==> src/rtl/car_park_occupancy.sv <==
// Car-park beam decoder: tracks entry/exit beam sequences and keeps a saturating occupancy count.
// Every output is registered. Event pulses are high on the same edge that the FSM returns to IDLE.
//
// state | meaning
// IDLE  | both beams clear, waiting
// EN_A  | entry started, outer beam blocked
// EN_AB | entry, both beams blocked
// EN_B  | entry, only inner beam still blocked
// EX_B  | exit started, inner beam blocked
// EX_AB | exit, both beams blocked
// EX_A  | exit, only outer beam still blocked
module car_park_occupancy #(
    parameter int MAX_COUNT = 15,
    parameter int CNT_W     = 4
) (
    input  logic             clk,
    input  logic             reset,
    input  logic             a,
    input  logic             b,
    output logic [CNT_W-1:0] count,
    output logic             enter_evt,
    output logic             exit_evt,
    output logic             full,
    output logic             empty,
    output logic             ovf,
    output logic             unf,
    output logic             seq_err
);

    typedef enum logic [2:0] {
        IDLE  = 3'd0,
        EN_A  = 3'd1,
        EN_AB = 3'd2,
        EN_B  = 3'd3,
        EX_B  = 3'd4,
        EX_AB = 3'd5,
        EX_A  = 3'd6
    } state_t;

    localparam logic [CNT_W-1:0] MAX_C = CNT_W'(MAX_COUNT);

    state_t           r_state;
    state_t           w_next;
    logic             w_enter;
    logic             w_exit;
    logic             w_err;
    logic [CNT_W-1:0] r_count;
    logic [CNT_W-1:0] w_count_nxt;
    logic             r_enter, r_exit, r_full, r_empty, r_ovf, r_unf, r_err;
    logic [1:0]       w_ab;

    assign w_ab = {a, b};

    always_ff @(posedge clk or negedge reset) begin
        if (!reset) r_state <= IDLE;
        else        r_state <= w_next;
    end

    always_comb begin
        w_next  = r_state;
        w_enter = 1'b0;
        w_exit  = 1'b0;
        w_err   = 1'b0;
        case (r_state)
            IDLE: begin
                if (w_ab == 2'b10)      w_next = EN_A;
                else if (w_ab == 2'b01) w_next = EX_B;
            end
            EN_A: begin
                if (w_ab == 2'b11)      w_next = EN_AB;
                else if (w_ab == 2'b00) w_next = IDLE;
                else if (w_ab == 2'b01) begin w_next = IDLE; w_err = 1'b1; end
            end
            EN_AB: begin
                if (w_ab == 2'b01)      w_next = EN_B;
                else if (w_ab == 2'b10) w_next = EN_A;
                else if (w_ab == 2'b00) begin w_next = IDLE; w_err = 1'b1; end
            end
            EN_B: begin
                if (w_ab == 2'b00)      begin w_next = IDLE; w_enter = 1'b1; end
                else if (w_ab == 2'b11) w_next = EN_AB;
                else if (w_ab == 2'b10) begin w_next = IDLE; w_err = 1'b1; end
            end
            EX_B: begin
                if (w_ab == 2'b11)      w_next = EX_AB;
                else if (w_ab == 2'b00) w_next = IDLE;
                else if (w_ab == 2'b10) begin w_next = IDLE; w_err = 1'b1; end
            end
            EX_AB: begin
                if (w_ab == 2'b10)      w_next = EX_A;
                else if (w_ab == 2'b01) w_next = EX_B;
                else if (w_ab == 2'b00) begin w_next = IDLE; w_err = 1'b1; end
            end
            EX_A: begin
                if (w_ab == 2'b00)      begin w_next = IDLE; w_exit = 1'b1; end
                else if (w_ab == 2'b11) w_next = EX_AB;
                else if (w_ab == 2'b01) begin w_next = IDLE; w_err = 1'b1; end
            end
            default: w_next = IDLE;
        endcase
    end

    // Saturating count: holds at either end instead of wrapping.
    always_comb begin
        w_count_nxt = r_count;
        if (w_enter && (r_count != MAX_C))
            w_count_nxt = r_count + 1'b1;
        else if (w_exit && (r_count != '0))
            w_count_nxt = r_count - 1'b1;
    end

    always_ff @(posedge clk or negedge reset) begin
        if (!reset) begin
            r_count <= '0;
            r_enter <= 1'b0;
            r_exit  <= 1'b0;
            r_full  <= 1'b0;
            r_empty <= 1'b1;
            r_ovf   <= 1'b0;
            r_unf   <= 1'b0;
            r_err   <= 1'b0;
        end else begin
            r_count <= w_count_nxt;
            r_enter <= w_enter;
            r_exit  <= w_exit;
            r_full  <= (w_count_nxt == MAX_C);
            r_empty <= (w_count_nxt == '0);
            r_ovf   <= w_enter && (r_count == MAX_C);
            r_unf   <= w_exit && (r_count == '0);
            r_err   <= w_err;
        end
    end

    assign count     = r_count;
    assign enter_evt = r_enter;
    assign exit_evt  = r_exit;
    assign full      = r_full;
    assign empty     = r_empty;
    assign ovf       = r_ovf;
    assign unf       = r_unf;
    assign seq_err   = r_err;

endmodule

==> config.mk <==
export PLATFORM = sky130hd
export DESIGN_NAME = car_park_occupancy
export DESIGN_NICKNAME = d
export VERILOG_FILES = /design/src/rtl/car_park_occupancy.sv
export SDC_FILE = /design/constraint.sdc
export NUM_CORES = 1
export LEC_CHECK = 0
export ABC_CLOCK_PERIOD_IN_PS = 1700
export CORE_ASPECT_RATIO = 0.7
export CORE_MARGIN = 5
export CORE_UTILIZATION = 47
export CTS_CLUSTER_DIAMETER = 80
export DETAILED_ROUTE_END_ITERATION = 8
export GPL_TIMING_DRIVEN = 0
export PLACE_DENSITY = 0.74
export REMOVE_ABC_BUFFERS = 1
export SYNTH_ARGS = -nofsm -noshare
export SYNTH_HDL_FRONTEND = slang
export SYNTH_SLANG_ARGS = --single-unit
==> constraint.sdc <==
create_clock -name clk -period 1.7 [get_ports clk]
set_clock_uncertainty 0.05 [all_clocks]
set_input_delay 0.34 -clock clk [delete_from_list [all_inputs] [get_ports clk]]
set_output_delay 0.34 -clock clk [all_outputs]
set_load 0.02 [all_outputs]
==> qor.txt, run 1 <==
slew at the pin closest to its max-slew limit = 0.629 ns
path class of the lowest-slack min-delay path = input pin to register
cell chosen for the clock root = clkbuf_4
number of placement rows = 13
Fin Setup TNS = -0.226 ns
post-layout power = 1.80 mW
Max Cap Viol = 0
CTS H-tree depth = 1
Chip Height = 47.7 um
Min Clock Period, post-route = 1.82 ns
area grow syn2layout = 37.8%
area of the die = 3040 um2
initial antenna violation count = 0
final worst path period share = 1.07
CTS hold repair buffers = 0
Slew HR = 0.579
DRC violations left = 0
share of the yosys chip area belonging to registers = 0.369
number of buffers on the longest clock path = 2
biggest area consumer among synthesized cells = dfrtp_1
top_reg_cell synth = dfrtp_1
CP required = 1.85 ns
final standard cell utilization of the core = 0.696
CP Capture Type = register
GR Layer Usage met1 = 0.234
width of the die = 63.8 um
Stages on worst setup path = 7
Core Region = 1890 um2
failing checks = negative setup slack
launch point of the worst reg-to-reg path = count[0]$_DFF_PN0_
largest voltage drop on the vdd net = 889 uV
CTS tree = done
Final WS setup = -0.117 ns
cts bufs inserted = 3
total power per unit cell area = 1370 nW/um2
most frequent standard cell in the layout excluding fill and tap cells = buf_4
maximum fanout encountered on the critical timing path = 4
pin count of the biggest net entering global routing = 15
Post-synth ARST share = 1.00
area of the mapped netlist = 953 um2
FILL cells = 134
hold path endpoint = r_state[0]$_DFFE_PN0P_
data arrival at the endpoint of the critical path = 1.97 ns
RD Place Congestion = 0.801
I/O pin cnt = 15
violation count after the first detailed-routing iteration = 68
overflow left after global routing = 0
final instance area = 1310 um2
worst hold path startpoint = a
number of flops mapped to enable cells by yosys = 0
count of final max-slew check failures = 0
register-to-register setup slack = -0.12 ns
Critical R2R Capture = empty$_DFF_PN1_
biggest area contributors in the synthesized netlist = dfrtp_1 34%, ha_1 10%, a21oi_1 3.7%
total track usage = 0.164
Hold Violations, Final = 0
setup slack after placement = -1.07 ns
remaining antenna violation count = 0
category of cells accounting for the largest share of critical-path delay = simple AND/OR/NAND/NOR gates
Yosys warning count = 0
slowest library cell on the worst path = dfrtp_1
number of synthesized register bits = 14
longest individual stage delay on the worst path = 0.41 ns
average size of a mapped cell = 9.35 um2
highest-utilization routing layer at the global route stage = met2
Via density = 6.15
unrepaired setup endpoints after global routing = yes
Clock transition at path regs = 0.08 ns
result of the run = finished, violations left
critical path buffer and inverter count = 1
Worst Reg2Reg Path Length in Cells = 7
drt pass-1 iters = 5
layout cell share with drive strength beyond 1 = 0.354
Port Buf Inserts = 14
diode count = 0
Max Fclk = 0.550 GHz
Syn Inst Count = 102
mean routed wirelength per cell = 17.0 um
via count of the first global-routing pass = 801
instance area at placement = 1090 um2
CTS Sinks = 14
number of cells on the worst hold path = 3
number of nets in the layout = 140
fraction of met3 tracks used by global routing = 0.0399
share of Yosys cell area claimed by the top area cell type = 0.341
Crit Path Class = register to register
initial standard-cell utilization of the core = 0.505
global-route wire length before repair = 3860 um
aggregate routed wire length = 2530 um
HPWL Detailed = 1500 um
total setup violations reported at the end of the flow = 2
worst skew pair latency = 0.28 ns
LEAKAGE = 0.555 nW
category of the worst setup path launch point = register
count of unique library cells instantiated by Yosys = 39
series of cell instances along the critical path = inv_2 -> ha_4 -> or3b_4 -> nand2_4 -> nand2_2 -> o22a_1 -> nor3_2
met2 routing resource usage after global routing = 0.269
commonest cells after routing, fill and taps aside = 11 x buf_4, 10 x dfrtp_1, 7 x nand2_1, 7 x a21oi_1, 7 x clkdlybuf4s50_1
via count = 917
==> layout make-up <==
class	count	area, um2	area share
multi-input cells	75	633	0.482
flip-flops and latches	14	355	0.270
repair buffers	26	228	0.173
clock buffers	4	36.3	0.0276
inverters	8	33.8	0.0257
well taps	22	27.5	0.0210
==> repair_timing <==
action	in CTS	in global routing
endpoints found under the setup margin	14	7
setup buffers	6	6
gates resized for setup	29	14
pin swaps	5	7
==> cells by family (layout without fill, tap and decap cells) <==
group	after synthesis	after routing	synth area share
AOI/OAI and AO/OA	27	27	0.199
xor gates and xnor gates	2	2	0.0263
adders and majority gates	8	8	0.105
buffers and inverters	13	38	0.0591
DFF	14	14	0.369
muxes	3	3	0.0328
and+or+nand+nor	35	35	0.209
==> sequential cells by signal (all words and copies together), names as in the netlist <==
name / count
count: 4
r_state: 3
empty: 1
enter_evt: 1
exit_evt: 1
full: 1
ovf: 1
seq_err: 1
unf: 1
==> per-layer routing <==
| metal | up-vias | share of wire |
|---|---|---|
| met5 | - | 0 |
| met4 | 0 | 0 |
| met3 | 0 | 0.078 |
| met2 | 52 | 0.47 |
| met1 | 440 | 0.45 |
| li1 | 425 | - |
==> through the flow <==
| stage | std cells | hold WS [ns] |
|---|---|---|
| 2_1_floorplan | 97 | -0.00559 |
| 4_1_cts | 143 | 0.375 |
| 6_report | 149 | 0.358 |
| 5_1_grt | 149 | 0.353 |
| 3_5_place_dp | 133 | 0.545 |
| 3_3_place_gp | 133 | 0.541 |
==> synthesized netlist by cell type (all sizes together), types with 3 or more instances <==
cell    instances
dfrtp          13
nand2          10
ha              8
inv             8
a21oi           7
nor3            5
clkbuf          4
nand2b          4
o22ai           4
nand3           3
nor2            3
o21ai           3
==> worst register-to-register path, cell delays in order, from the launching register on <==
cell and delay, ns:
dfrtp_1 0.41, inv_2 0.11, ha_4 0.16, or3b_4 0.40, nand2_4 0.12, nand2_2 0.08
o22a_1 0.22, nor3_2 0.19
==> power by group <==
part | internal, mW | switching [mW]
sequential | 0.427 | 0.0853
clock | 0.130 | 0.107
combinational | 0.499 | 0.548
==> how the worst max path moves through the flow <==
stage | startpoint | to | slack (ns)
3_5_place_dp | a | empty$_DFF_PN1_ | -1.07
3_3_place_gp | a | full$_DFF_PN0_ | -1.05
5_1_grt | count[0]$_DFF_PN0_ | full$_DFF_PN0_ | -0.18
6_report | count[0]$_DFF_PN0_ | empty$_DFF_PN1_ | -0.12
4_1_cts | count[0]$_DFF_PN0_ | full$_DFF_PN0_ | -0.12
2_1_floorplan | a | full$_DFF_PN0_ | -0.18
Power figures use the tool's default switching activity.
==> run 2: changes to the inputs <==
Settings changed: CELL_PAD_IN_SITES_DETAIL_PLACEMENT set to 0, CELL_PAD_IN_SITES_GLOBAL_PLACEMENT set to 1, CORE_UTILIZATION 47 to 36, PLACE_DENSITY 0.74 to not set, PLACE_DENSITY_LB_ADDON set to 0.1.
==> run 2 against run 1 <==
Compared with the run above:
- the run still ends with negative setup slack left
- design area increased by 7.0%
- via count fell by 6.5%
- fmax increased by 0.83%
- largest power group unchanged
- worst setup slack improved by 0.015 ns
- largest cell class unchanged
- die area up 25%
- cell count rose by 13%
- sequential share of layout area decreased by 1.7 points
- combinational power grew 15%
- clock power increased by 14%
- sequential power fell by 0.8%
- clock-buffer cell count stayed put
==> qor.txt, run 2 (synthesis gave the netlist of run 1 again) <==
result of the run = finished, violations left
failing checks = negative setup slack
Final WS setup = -0.102 ns (+0.0150 ns)
pin count of the biggest net entering global routing = 15 (unchanged)
area grow syn2layout = 47.5%
LEAKAGE = 0.594 nW (+7.0%)
fraction of power spent switching nets = 0.393 (-0.0193)
worst skew pair latency = 0.24 ns (-0.04 ns)
overflow left after global routing = 0 (unchanged)
CTS Sinks = 14 (unchanged)
drt pass-1 iters = 4 (-1)
violation count after the first detailed-routing iteration = 41 (-40%)
unrepaired setup endpoints after global routing = yes
CP required = 1.78 ns (-0.07 ns)
final worst path period share = 1.06 (-0.00884)
CP Capture Type = register
Min Clock Period, post-route = 1.80 ns (-0.0150 ns)
category of the worst setup path launch point = register
Chip Height = 53.1 um (+11%)
Max Cap Viol = 0 (unchanged)
largest voltage drop on the vdd net = 905 uV (+1.8%)
area of the die = 3790 um2 (+25%)
via count of the first global-routing pass = 816 (+1.9%)
Largest register FFs = 4 (unchanged)
global-route wire length before repair = 3980 um (+3.2%)
slew at the pin closest to its max-slew limit = 0.628 ns (-0.00125 ns)
commonest cells after routing, fill and taps aside = 20 x buf_4, 9 x dfrtp_1, 7 x nand2_1, 7 x clkdlybuf4s50_1, 6 x a21oi_1
path class of the lowest-slack min-delay path = input pin to register
number of nets in the layout = 147 (+5.0%)
part of the power in combinational logic = 0.608 (+0.025)
total net switching power = 780 uW (+5.4%)
total track usage = 0.138 (-0.0265)
number of buffers on the longest clock path = 2 (unchanged)
diode count = 0 (unchanged)
initial antenna violation count = 0 (unchanged)
remaining antenna violation count = 0 (unchanged)
CTS H-tree depth = 1 (unchanged)
maximum fanout encountered on the critical timing path = 4 (unchanged)
number of placement rows = 15 (+2)
CTS tree = done
layout cell share with drive strength beyond 1 = 0.403 (+0.0487)
Port Buf Inserts = 14 (unchanged)
FILL cells = 220 (+64%)
Clock transition at path regs = 0.06 ns (-0.02 ns)
initial standard-cell utilization of the core = 0.382 (-0.123)
total power per unit cell area = 1410 nW/um2 (+3.3%)
Clock power frac = 0.135 (+0.003)
HPWL Detailed = 1500 um (about the same)
total setup violations reported at the end of the flow = 2 (unchanged)
mean routed wirelength per cell = 14.5 um (-15%)
via count = 857 (-6.5%)
Hold Slack = 0.402 ns (+0.0439 ns)
data arrival at the endpoint of the critical path = 1.89 ns (-0.08 ns)
Crit Path Class = register to register
count of final max-slew check failures = 0 (unchanged)
I/O pin cnt = 15 (unchanged)
Slew HR = 0.580 (+0.000833)
Max Fclk = 0.555 GHz (+0.83%)
Hold Violations, Final = 0 (unchanged)
DRC violations left = 0 (unchanged)
Core Region = 2500 um2 (+32%)
cell chosen for the clock root = clkbuf_8
width of the die = 71.5 um (+12%)
CTS hold repair buffers = 0 (unchanged)
Cell Int Power = 1.21 mW (+14%)
Via density = 5.10 (-17%)
proportion of power drawn by flip-flops and latches = 0.256 (-0.029)
most frequent standard cell in the layout excluding fill and tap cells = buf_4
final standard cell utilization of the core = 0.563 (-0.133)
RD Place Congestion = 0.738 (-7.9%)
cts bufs inserted = 3 (unchanged)
aggregate routed wire length = 2430 um (-3.9%)
[run 2: cell types whose count changed in the layout (fill, tap and decap cells not counted), sizes merged]
cell          delta
buf              +9
clkinvlp         -1
dlygate4sd2      -1
dlymetal6s2s     -1
inv              +1
[run 2: timing repair]
item	CTS	global route
buffers inserted	18	1
gates resized for setup	40	10
setup endpoints to repair	13	3
pin swaps	7	5
cloned	0	0
[run 2: power groups by stage]
stage | clock [mW] | combinational [mW] | sequential, mW
6_report | 0.269 | 1.21 | 0.509
2_1_floorplan | 0 | 0.415 | 0.623
3_3_place_gp | 0 | 0.671 | 0.618
4_1_cts | 0.277 | 1.10 | 0.497
3_5_place_dp | 0 | 0.671 | 0.610
5_1_grt | 0.303 | 1.32 | 0.523
[run 2: final cells by class]
type                    count  area (um2)  share of cell area
repair buffers             33         274               0.195
multi-input cells          75         653               0.464
well taps                  34        42.5              0.0302
flip-flops and latches     14         357               0.254
clock buffers               4        45.0              0.0320
inverters                   8        35.0              0.0249
[run 2: metal layers]
| layer | part of all wire | vias up | global-route usage |
|---|---|---|---|
| li1 | - | 433 | - |
| met1 | 0.50 | 400 | 0.192 |
| met2 | 0.44 | 20 | 0.204 |
| met3 | 0.055 | 4 | 0.0493 |
| met4 | 0.0041 | 0 | 0.0281 |
| met5 | 0 | - | 0 |
[run 2: through the flow]
step	instances	setup slack, ns	total power, mW	TNS, ns	instance area [um2]
6_report	168	-0.102	1.99	-0.181	1410
5_1_grt	168	-0.186	2.15	-0.360	1410
4_1_cts	167	-0.0498	1.87	-0.0898	1350
3_5_place_dp	145	-1.12	1.28	-7.80	1110
3_3_place_gp	145	-1.15	1.29	-7.80	1110
2_1_floorplan	97	-0.180	1.04	-0.297	927
[run 2: path summary, 6_finish.rpt]
| kind | cells past startpoint | to | slack (ns) | start |
|---|---|---|---|---|
| setup / recovery | 7 | full$_DFF_PN0_ | -0.10 | count[0]$_DFF_PN0_ |
| hold / removal | 3 | r_state[0]$_DFFE_PN0P_ | 0.40 | a |
| setup reg to reg | 7 | full$_DFF_PN0_ | -0.10 | count[0]$_DFF_PN0_ |
| hold reg to reg | 2 | r_state[0]$_DFFE_PN0P_ | 0.58 | r_state[0]$_DFFE_PN0P_ |
| max in group asynchronous | 1 | r_state[1]$_DFFE_PN0P_ | 0.71 | reset |
| min in group asynchronous | 1 | count[2]$_DFF_PN0_ | 0.44 | reset |
[run 2: worst max-delay path, cell delays in order, from the launching register on]
cell,delay (ns)
dfrtp_2,0.43
inv_2,0.09
ha_4,0.14
or3b_4,0.39
nand2_4,0.12
o22ai_4,0.08
xor2_2,0.17
and4_1,0.22
